==> config.mk <==
export PLATFORM = sky130hd
export DESIGN_NAME = prbs_frame_ctrl
export DESIGN_NICKNAME = d
export VERILOG_FILES = /design/src/rtl/prbs_pkg.sv /design/src/rtl/lfsr16_step.sv /design/src/rtl/prbs_frame_ctrl.sv
export SDC_FILE = /design/constraint.sdc
export NUM_CORES = 1
export LEC_CHECK = 0
export CORE_MARGIN = 1
export CORE_UTILIZATION = 58
export CTS_CLUSTER_DIAMETER = 50
export DETAILED_ROUTE_END_ITERATION = 10
export GPL_ROUTABILITY_DRIVEN = 0
export PLACE_DENSITY = 0.86
export REMOVE_ABC_BUFFERS = 1
export SLEW_MARGIN = 20
export SYNTH_ARGS = -nofsm -noshare
export SYNTH_HDL_FRONTEND = slang
export SYNTH_SLANG_ARGS = --single-unit
export TNS_END_PERCENT = 50
==> constraint.sdc <==
create_clock -name clk -period 4.9 [get_ports clk]
set_clock_uncertainty 0.1 [all_clocks]
set_input_delay 0.49 -clock clk [delete_from_list [all_inputs] [get_ports clk]]
set_output_delay 0.49 -clock clk [all_outputs]
set_load 0.02 [all_outputs]
==> src/rtl/prbs_pkg.sv <==
// Shared definitions for the PRBS frame controller: FSM encoding and the
// seed substitution used to keep the XNOR LFSR out of its lock-up state.
`timescale 1ns/1ps
package prbs_pkg;

  typedef enum logic [1:0] {
    ST_IDLE,
    ST_SEED,
    ST_RUN,
    ST_GAP
  } state_t;

  localparam logic [15:0] LOCKUP_SEED = 16'hFFFF;
  localparam logic [15:0] SAFE_SEED   = 16'h0000;

  // An all-ones XNOR LFSR never leaves that state, so swap it for all-zeros.
  function automatic logic [15:0] sanitize_seed(input logic [15:0] s);
    return (s == LOCKUP_SEED) ? SAFE_SEED : s;
  endfunction

endpackage

==> src/rtl/lfsr16_step.sv <==
// 16-bit Fibonacci XNOR LFSR (taps 16,15,13,4) with load and stall control.
`timescale 1ns/1ps
module lfsr16_step
  import prbs_pkg::*;
(
  input  logic        clk,
  input  logic        rst,
  input  logic        load,
  input  logic        advance,
  input  logic [15:0] seed,
  output logic [15:0] state
);

  logic fb;

  assign fb = ~(state[15] ^ state[14] ^ state[12] ^ state[3]);

  always_ff @(posedge clk) begin
    if (rst) begin
      state <= 16'h0000;
    end else if (load) begin
      state <= sanitize_seed(seed);
    end else if (advance) begin
      state <= {state[14:0], fb};
    end
  end

endmodule

==> src/rtl/prbs_frame_ctrl.sv <==
// PRBS frame generator: emits framed LFSR beats with ready/valid handshake,
// optional repetition separated by idle gaps, and abort/done signalling.
`timescale 1ns/1ps
module prbs_frame_ctrl
  import prbs_pkg::*;
#(
  parameter int LEN_W = 12,
  parameter int GAP_W = 8
) (
  input  logic             clk,
  input  logic             rst,
  input  logic             start,
  input  logic             abort,
  input  logic [15:0]      seed,
  input  logic [LEN_W-1:0] frame_len,
  input  logic [GAP_W-1:0] gap_len,
  input  logic             repeat_en,
  input  logic             bit_ready,
  output logic             bit_out,
  output logic             bit_valid,
  output logic             sof,
  output logic             eof,
  output logic [15:0]      state_out,
  output logic             busy,
  output logic             done,
  output logic [7:0]       frame_cnt
);

  state_t           state;
  logic [15:0]      seed_q;
  logic [LEN_W-1:0] len_q;
  logic [LEN_W-1:0] beat_cnt;
  logic [GAP_W-1:0] gap_q;
  logic [GAP_W-1:0] gap_cnt;
  logic             rep_q;
  logic             last_beat;
  logic             lfsr_load;
  logic             lfsr_advance;

  assign bit_valid    = (state == ST_RUN);
  assign busy         = (state != ST_IDLE);
  assign last_beat    = (beat_cnt == len_q - LEN_W'(1));
  assign sof          = bit_valid && (beat_cnt == '0);
  assign eof          = bit_valid && last_beat;
  assign bit_out      = state_out[15];

  // Abort wins over a simultaneous handshake so the LFSR keeps its state.
  assign lfsr_load    = (state == ST_SEED) && !abort;
  assign lfsr_advance = bit_valid && bit_ready && !abort;

  lfsr16_step u_lfsr (
    .clk     (clk),
    .rst     (rst),
    .load    (lfsr_load),
    .advance (lfsr_advance),
    .seed    (seed_q),
    .state   (state_out)
  );

  always_ff @(posedge clk) begin
    if (rst) begin
      state     <= ST_IDLE;
      seed_q    <= '0;
      len_q     <= '0;
      gap_q     <= '0;
      rep_q     <= 1'b0;
      beat_cnt  <= '0;
      gap_cnt   <= '0;
      frame_cnt <= '0;
      done      <= 1'b0;
    end else begin
      done <= 1'b0;
      if (abort && state != ST_IDLE) begin
        state <= ST_IDLE;
        done  <= 1'b1;
      end else begin
        case (state)
          ST_IDLE: begin
            if (start && !abort) begin
              seed_q    <= seed;
              len_q     <= frame_len;
              gap_q     <= gap_len;
              rep_q     <= repeat_en;
              frame_cnt <= '0;
              beat_cnt  <= '0;
              if (frame_len == '0) begin
                done <= 1'b1;
              end else begin
                state <= ST_SEED;
              end
            end
          end
          ST_SEED: begin
            state <= ST_RUN;
          end
          ST_RUN: begin
            if (bit_ready) begin
              if (last_beat) begin
                beat_cnt <= '0;
                if (frame_cnt != 8'hFF) begin
                  frame_cnt <= frame_cnt + 8'd1;
                end
                if (!rep_q) begin
                  state <= ST_IDLE;
                  done  <= 1'b1;
                end else if (gap_q != '0) begin
                  state   <= ST_GAP;
                  gap_cnt <= '0;
                end
              end else begin
                beat_cnt <= beat_cnt + LEN_W'(1);
              end
            end
          end
          ST_GAP: begin
            if (gap_cnt == gap_q - GAP_W'(1)) begin
              state <= ST_RUN;
            end else begin
              gap_cnt <= gap_cnt + GAP_W'(1);
            end
          end
          default: state <= ST_IDLE;
        endcase
      end
    end
  end

endmodule

# --- After elaboration in Yosys (flattened, before gate mapping) ---
# Cells that the tools add are included.
word_totals:
  register_bits: 84
  latchBits: 0
  ramBits: 0
  inputBits: 42
  memories: 0
  rom_bits: 0
  out_inout_bits: 30
classes:
  n_mux: 33
  order_cmp: 0
  n_eq_ne: 17
  multipliers: 0
  n_reduce_logical: 22
  shifts: 0
  n_div: 0
  bitwise: 5
  addsub: 5
op_table:
  columns: ["op", "count"]
  rows:
  - ["2-to-1 mux 8 bit", 9]
  - ["2-to-1 mux 16 bit", 3]
  - ["2-to-1 mux 12 bit", 3]
  - ["case mux 8 bit (2 select lines)", 2]
  - ["zero test 12 bit", 2]
  - ["case mux 12 bit (2 select lines)", 1]
  - ["adder 8 x 1 -> 8 bit, second input constant", 2]
  - ["== test 16 bit, second input constant", 1]
  - ["2-to-1 mux 2 bit", 7]
  - ["adder 12 x 1 -> 12 bit, second input constant", 1]
  - ["== test 12 bit", 1]
  - ["AND reduction 6 bit", 2]
  - ["subtractor 12 x 1 -> 12 bit, second input constant", 1]
  - ["inequality test 2 bit, second input constant", 5]
  - ["== test 8 bit", 1]
  - ["inequality test 2 x 1 -> 1 bit, second input constant", 4]
  - ["inequality test 8 bit, second input constant", 1]
  - ["case mux 2 bit (4 select lines)", 1]
  - ["nonzero test 2 bit", 4]
  - ["nonzero test 8 bit", 1]
  - ["subtractor 8 x 1 -> 8 bit, second input constant", 1]
  - ["logical AND 1 bit", 7]
  - ["AND reduction 7 bit", 1]
  - ["2-to-1 mux 1 bit", 6]
  - ["other kinds (11)", 15]

# --- Depth between registers and ports, before layout ---
# Gate-level depths: netlist (run 1).
logic_depth:
  depth_word: 6
  ltp_mapped: 11
  mapped_depth_nobuf: 9

# --- Hierarchy ---
# A second synthesis (run 1) with hierarchy kept.
unflattened:
  cells_unflattened: 587
  area_unflattened_um2: 4490.6
modules_own_cells:
  columns: ["mod", "instances", "seq_area_each_um2", "area_each_um2", "cells_per_inst"]
  rows:
  - ["prbs_frame_ctrl", 1, 1361.3, 3702.3, 474]
  - ["lfsr16_step", 1, 320.3, 788.3, 113]

# --- Least setup slack after synthesis (run 1) ---
# OpenSTA, ideal clock, no wires.
synth_path:
  path_type: "register to output"
  from: "register len_q[0]"
  to: "output port eof"
  path_slack_ns: 1.742
  stages_incl_launch_ff: 8
  required_time_ns: 4.310
  arrival_time_ns: 2.568
  path_cell_list: "dfxtp_1 inv_1 ha_1 and2b_2 and3_1 or4_4 or3_4 nor4_1"
synth_between:
  elab_chain_cells: 3
synth_lines:
  columns: ["element", "line_no", "source"]
  rows:
  - ["start, declared", "prbs_frame_ctrl.sv:31", "logic [LEN_W-1:0] len_q;"]
  - ["start signal, assigned", "prbs_frame_ctrl.sv:81", "len_q <= frame_len;"]
  - ["subtractor 12 x 1 -> 12 bit", "prbs_frame_ctrl.sv:42", "assign last_beat = (beat_cnt == len_q - LEN_W'(1));"]
  - ["== test 12 bit", "prbs_frame_ctrl.sv:42", null]
  - ["logical AND 1 bit", "prbs_frame_ctrl.sv:44", "assign eof = bit_valid && last_beat;"]
  - ["end, declared", "prbs_frame_ctrl.sv:22", "output logic eof,"]
# Every way passes these cells.

# --- Final worst setup path (run 1) ---
# Ends and elaborated chain as after synthesis.

==> results.txt, run 1 <==
post-CTS sizing = 0
FP Rows = 31
final hold viol count = 0
largest net degree at the start of global routing = 46
Initial Utilization = 0.605
clk sink count = 84
#FFs+latches synth = 84
Root Driver = clkbuf_8
asr flop ratio synth = 0
first-pass GRT wire length = 18.3 mm
Syn Area/Cell = 7.65 um^2
final setup TNS = 0 ns
crit end category = primary output
Area after DPL = 5170 um^2
Die X = 89.5 um
DRT Wirelength = 11.4 mm
Die Area = 8010 um^2
Total GRT Usage = 0.296
Slew HR = 0.403
antenna violations before repair = 0
sequential element share of the synthesized area = 0.379
outcome = complete, no violations
Max H-tree Level = 3
Tot Pwr = 1.38 mW
Tmin final = 4.02 ns
met2 GRT Util = 0.507
initial drt markers = 339
CTS Buffer Depth = 2
class of the worst hold path = flip-flop to flip-flop
routing usage on met1 = 0.368
Netlist Area Pre-Place = 4440 um^2
RSZ-0062 raised after global routing = false
vias post-DR = 4412
max cap viols = 0
Peak VDD IR = 0.000141 V
final instance area = 5350 um^2
GR Overflow Total = 0
number of synthesized flops with an enable pin = 0
Hold Slack = 0.381 ns
Inserted Diodes = 0
ys flop type = dfxtp_1
startpoint type of the worst setup path = flip-flop
Layout Utilization = 0.730
GR peak layer = met2
Synth warnings = 0
drt pass-1 iters = 5
DR vias/cell = 5.98
# IOs = 72
max frequency = 249 MHz
fin nets = 684
Core ar. = 7330 um^2
Slew @ Worst Pin = 0.895 ns
Cell variety after synth = 56
chip height = 89.5 um
Pwr Density = 258 nW/um^2
HPWL Detailed = 8.14 mm
total CTS buffers = 9
Final Cycle Share = 0.820
Worst-path clk slew = 0.09 ns
Syn Inst Count = 580
layout cells sized above 1 = 0.0485
ANT nets after route = 0
synth-to-layout area growth = 20.6%
later-pin clock latency in the skew report = 0.36 ns
met3 usage = 0.0369
worst setup path class = flip-flop to primary output
hold_buf cts = 0
CP Max Fanout = 5
crit path DAT = 3.43 ns
IO Port Bufs = 71
CTS tree = yes
Req. time, crit path = 4.31 ns
vias in the first global route = 4090
DRC violations left = 0
Final setup violation count = 0
Leakage = 1.95 nW
Final Max Slew Viols = 0
routed len/inst = 15.5 um
Setup Buffers After CTS = 0
-- cell usage after synthesis, types with 3 or more instances --
| master | count | area (um^2) |
|---|---|---|
| xor2_1 | 17 | 149 |
| nand2_1 | 126 | 473 |
| or3_1 | 9 | 56.3 |
| mux2i_1 | 8 | 80.1 |
| nand3_1 | 12 | 60.1 |
| dfxtp_1 | 84 | 1680 |
| a311oi_1 | 7 | 61.3 |
| a21oi_1 | 87 | 435 |
| nor2_1 | 35 | 131 |
| nor3_1 | 24 | 120 |
| a31oi_1 | 3 | 18.8 |
| and3_1 | 13 | 81.3 |
| ha_1 | 7 | 87.6 |
| clkbuf_1 | 28 | 105 |
| o21ai_0 | 4 | 20.0 |
| nor4_1 | 11 | 68.8 |
| a211oi_1 | 7 | 52.6 |
| nand4_1 | 13 | 81.3 |
| inv_1 | 20 | 75.1 |
| xnor2_1 | 18 | 158 |
-- flip-flops by register name, indices dropped and copies added, names as in the netlist, 2 cells and up --
| register | count |
|---|---|
| frame_cnt | 8 |
| u_lfsr.state | 16 |
| state | 2 |
| gap_q | 8 |
| beat_cnt | 12 |
| seed_q | 16 |
| len_q | 12 |
| gap_cnt | 8 |
-- layer usage --
| metal | vias to the layer above | wire, um | share of wire |
|---|---|---|---|
| met4 | 0 | 207 | 0.018 |
| met3 | 21 | 721 | 0.063 |
| met1 | 2085 | 4850 | 0.42 |
| met5 | - | 0 | 0 |
| met2 | 169 | 5650 | 0.49 |
| li1 | 2137 | - | - |
-- path summary, 6_finish.rpt --
path / start / to / slack, ns / cells after the start
worst max-delay path: len_q[0] / eof / 0.88 / 8
worst min-delay path: seed_q[14] / seed_q[14] / 0.38 / 2
worst max register to register: len_q[0] / beat_cnt[11] / 1.60 / 9
worst min register to register: seed_q[14] / seed_q[14] / 0.38 / 2
-- per-stage QoR --
stage,instances,worst slack (ns)
finish,738,0.882
detailed placement,723,1.32
floorplan,548,1.74
global placement,723,1.38
global route,738,0.744
CTS,738,0.900
-- power breakdown --
group / switching (mW) / internal [mW] / total (mW)
logic: 0.109 / 0.0936 / 0.203
clock network: 0.268 / 0.186 / 0.454
registers: 0.0229 / 0.701 / 0.724
-- logic make-up (layout without fill, tap and decap cells) --
logic type	count (synthesis)	in the layout	synth area share
AOI/OAI and AO/OA	130	130	0.182
xor gates and xnor gates	37	37	0.0792
adders and majority gates	7	7	0.0197
buffers and inverters	52	111	0.0468
DFF	84	84	0.379
muxes	8	8	0.0180
and+or+nand+nor	262	262	0.275
-- placed cells by master, fill, tap and decap left out, drive strengths merged, types with 3 or more instances in the layout --
master,count
dfxtp,84
a21oi,87
inv,21
xnor2,18
ha,7
nand3,12
nand4,13
and3,13
a311oi,7
clkbuf,9
nand2,126
clkinvlp,3
mux2i,8
nor4,11
a211oi,8
nor2,35
or3,10
a31oi,3
o21ai,4
nor3,24
xor2,17
clkdlybuf4s50,70
buf,6
-- area by class of cell --
class,count,area [um^2]
multi-input cells,444,2550
flip-flops and latches,84,1680
well taps,99,124
clock buffers,9,124
repair buffers,76,743
inverters,20,75.1
fillers,571,1980
clock inverters,6,51.3
-- worst max-delay path, cell delays in order (launching register included) --
cell and delay (ns):
dfxtp_1 0.41, inv_1 0.07, ha_1 0.23, and2b_2 0.23, and3_1 0.15, or4_4 0.49, or3_4 0.43, nor4_1 0.40
clkdlybuf4s50_1 0.68
(Power assumes the default switching activity.)
==> inputs of run 2 (changes only) <==
--- a/config.mk
+++ b/config.mk
@@ -6,11 +6,11 @@
 export NUM_CORES = 1
 export LEC_CHECK = 0
 export CORE_MARGIN = 1
-export CORE_UTILIZATION = 58
+export CORE_UTILIZATION = 54
 export CTS_CLUSTER_DIAMETER = 50
 export DETAILED_ROUTE_END_ITERATION = 10
 export GPL_ROUTABILITY_DRIVEN = 0
-export PLACE_DENSITY = 0.86
+export PLACE_DENSITY = 0.81
 export REMOVE_ABC_BUFFERS = 1
 export SLEW_MARGIN = 20
 export SYNTH_ARGS = -nofsm -noshare
==> constraint.sdc (replaced) <==
create_clock -name clk -period 3.7 [get_ports clk]
set_clock_uncertainty 0.1 [all_clocks]
set_input_delay 0.37 -clock clk [delete_from_list [all_inputs] [get_ports clk]]
set_output_delay 0.37 -clock clk [all_outputs]
set_load 0.02 [all_outputs]
==> run 2 against run 1 <==
Effect of this change: clock power rose by 67%; sequential share of layout area fell by 0.48 points; combinational power rose by 34%; register-to-register slack got worse by 1.2 ns; global-route usage fell by 2.5 points; worst hold slack improved by 0.00062 ns; via count fell by 0.93%; routed wire length fell by 0.21%; die area rose by 7.2%; non-clock buffer count rose by 3; critical path type unchanged; largest power group unchanged.
==> results.txt, run 2 (synthesized netlist as in run 1, its figures left out) <==
filler instances = 660 (was 571)
Leakage = 2.00 nW (was 1.95 nW)
Hold Slack = 0.382 ns (was 0.381 ns)
Slew HR = 0.346 (was 0.403)
Pwr Density = 366 nW/um^2 (was 258 nW/um^2)
antenna violations before repair = 0 (unchanged)
combinational share of power = 0.137 (was 0.147)
biggest regs = seed_q x16, u_lfsr.state x16 (unchanged)
FP Rows = 32 (was 31)
CTS Buffer Depth = 2 (unchanged)
Final Max Slew Viols = 0 (unchanged)
initial drt markers = 278 (was 339)
Slew @ Worst Pin = 0.982 ns (was 0.895 ns)
outcome = complete, no violations (unchanged)
cell internal pwr = 1.45 mW (was 0.981 mW)
Area after DPL = 5200 um^2 (was 5170 um^2)
Die Area = 8580 um^2 (was 8010 um^2)
synth-to-layout area growth = 22.5% (was 20.6%)
Layout Utilization = 0.693 (was 0.730)
ANT nets after route = 0 (unchanged)
Seq pwr share = 0.481 (was 0.524)
Final WS setup = 0.192 ns (was 0.882 ns)
chip height = 92.7 um (was 89.5 um)
Total GRT Usage = 0.271 (was 0.296)
GR Overflow Total = 0 (unchanged)
Peak VDD IR = 0.000308 V (was 0.000141 V)
fin cells = 745 (was 738)
dpl ws = 0.237 ns (was 1.32 ns)
routed len/inst = 15.3 um (was 15.5 um)
IO Port Bufs = 71 (unchanged)
RSZ-0062 raised after global routing = false (unchanged)
Inserted Diodes = 0 (unchanged)
switch share = 0.274 (was 0.290)
# IOs = 72 (unchanged)
Tot Pwr = 1.99 mW (was 1.38 mW)
Setup Buffers After CTS = 0 (unchanged)
worst setup path class = flip-flop to primary output (unchanged)
CP Max Fanout = 5 (unchanged)
CTS tree = yes (unchanged)
max frequency = 285 MHz
Initial Utilization = 0.566 (was 0.605)
layout cells sized above 1 = 0.0544 (was 0.0485)
DRC violations left = 0 (unchanged)
Tmin final = 3.51 ns
crit end category = primary output (unchanged)
vias post-DR = 4371 (was 4412)
final instance area = 5440 um^2 (was 5350 um^2)
total CTS buffers = 9 (unchanged)
startpoint type of the worst setup path = flip-flop (unchanged)
Req. time, crit path = 3.23 ns (was 4.31 ns)
Max H-tree Level = 3 (unchanged)
clk sink count = 84 (unchanged)
vias in the first global route = 3948 (was 4090)
class of the worst hold path = flip-flop to flip-flop (unchanged)
DR vias/cell = 5.87 (was 5.98)
largest net degree at the start of global routing = 57 (was 46)
Psw = 0.544 mW (was 0.400 mW)
crit path DAT = 3.04 ns (was 3.43 ns)
Die X = 92.7 um (was 89.5 um)
most frequent cells in the layout = nand2_1, a21oi_1, dfxtp_1 (unchanged)
Final Cycle Share = 0.948
fin nets = 687 (was 684)
Core ar. = 7850 um^2 (was 7330 um^2)
HPWL Detailed = 8.11 mm (was 8.14 mm)
Final setup violation count = 0 (unchanged)
first-pass GRT wire length = 18.7 mm (was 18.3 mm)
DP Cell Count = 729 (was 723)
later-pin clock latency in the skew report = 0.37 ns (was 0.36 ns)
DRT Wirelength = 11.4 mm (about the same)
part of the power in the clock network = 0.381 (was 0.329)
final setup TNS = 0 ns (unchanged)
Worst-path clk slew = 0.09 ns (about the same)
final hold viol count = 0 (unchanged)
commonest non-fill, non-tap cell in the layout = nand2_1 (unchanged)
max cap viols = 0 (unchanged)
drt pass-1 iters = 5 (unchanged)
Root Driver = clkbuf_8 (unchanged)
-- run 2: critical path, stage by stage, from the launching register on --
cell and delay, ns:
dfxtp_1 0.39, inv_1 0.06, ha_1 0.22, and2b_2 0.23
and3_1 0.15, or4_4 0.49, or3_4 0.43, nor4_2 0.33
dlygate4sd2_1 0.37
-- run 2: worst paths after layout --
kind                  start           to  slack, ns  cells after the start
setup / recovery   len_q[0]          eof       0.19                      8
hold / removal    len_q[11]    len_q[11]       0.38                      2
setup reg to reg   len_q[0]  beat_cnt[2]       0.41                      9
hold reg to reg   len_q[11]    len_q[11]       0.38                      2
-- run 2: area by class of cell --
cell class | instances | area [um^2] | area share
Sequential cell | 84 | 1680 | 0.309
Tap cell | 102 | 128 | 0.0235
Multi-Input combinational cell | 444 | 2560 | 0.471
Clock inverter | 7 | 105 | 0.0193
Inverter | 20 | 75.1 | 0.0138
Clock buffer | 9 | 124 | 0.0228
Timing Repair Buffer | 79 | 764 | 0.141
-- run 2: what timing repair did --
item | 4_1_cts | 5_1_grt
endpoints found under the hold margin | 0 | 0
gates cloned | 0 | 0
setup endpoints to repair | 1 | 1
resized for setup | 1 | 1
hold buffers | 0 | 0
-- run 2: power groups by stage --
stage	logic [mW]	registers (mW)	clock network [mW]
global placement	0.258	0.977	0
detailed placement	0.269	0.978	0
CTS	0.270	0.957	0.760
finish	0.273	0.958	0.758
floorplan	0.155	0.973	0
global route	0.298	0.962	0.802
-- run 2: metal layers --
metal,GRT usage,share of wire
met1,0.354,0.44
met2,0.464,0.49
met3,0.0361,0.053
met4,0.0846,0.013
met5,0,0
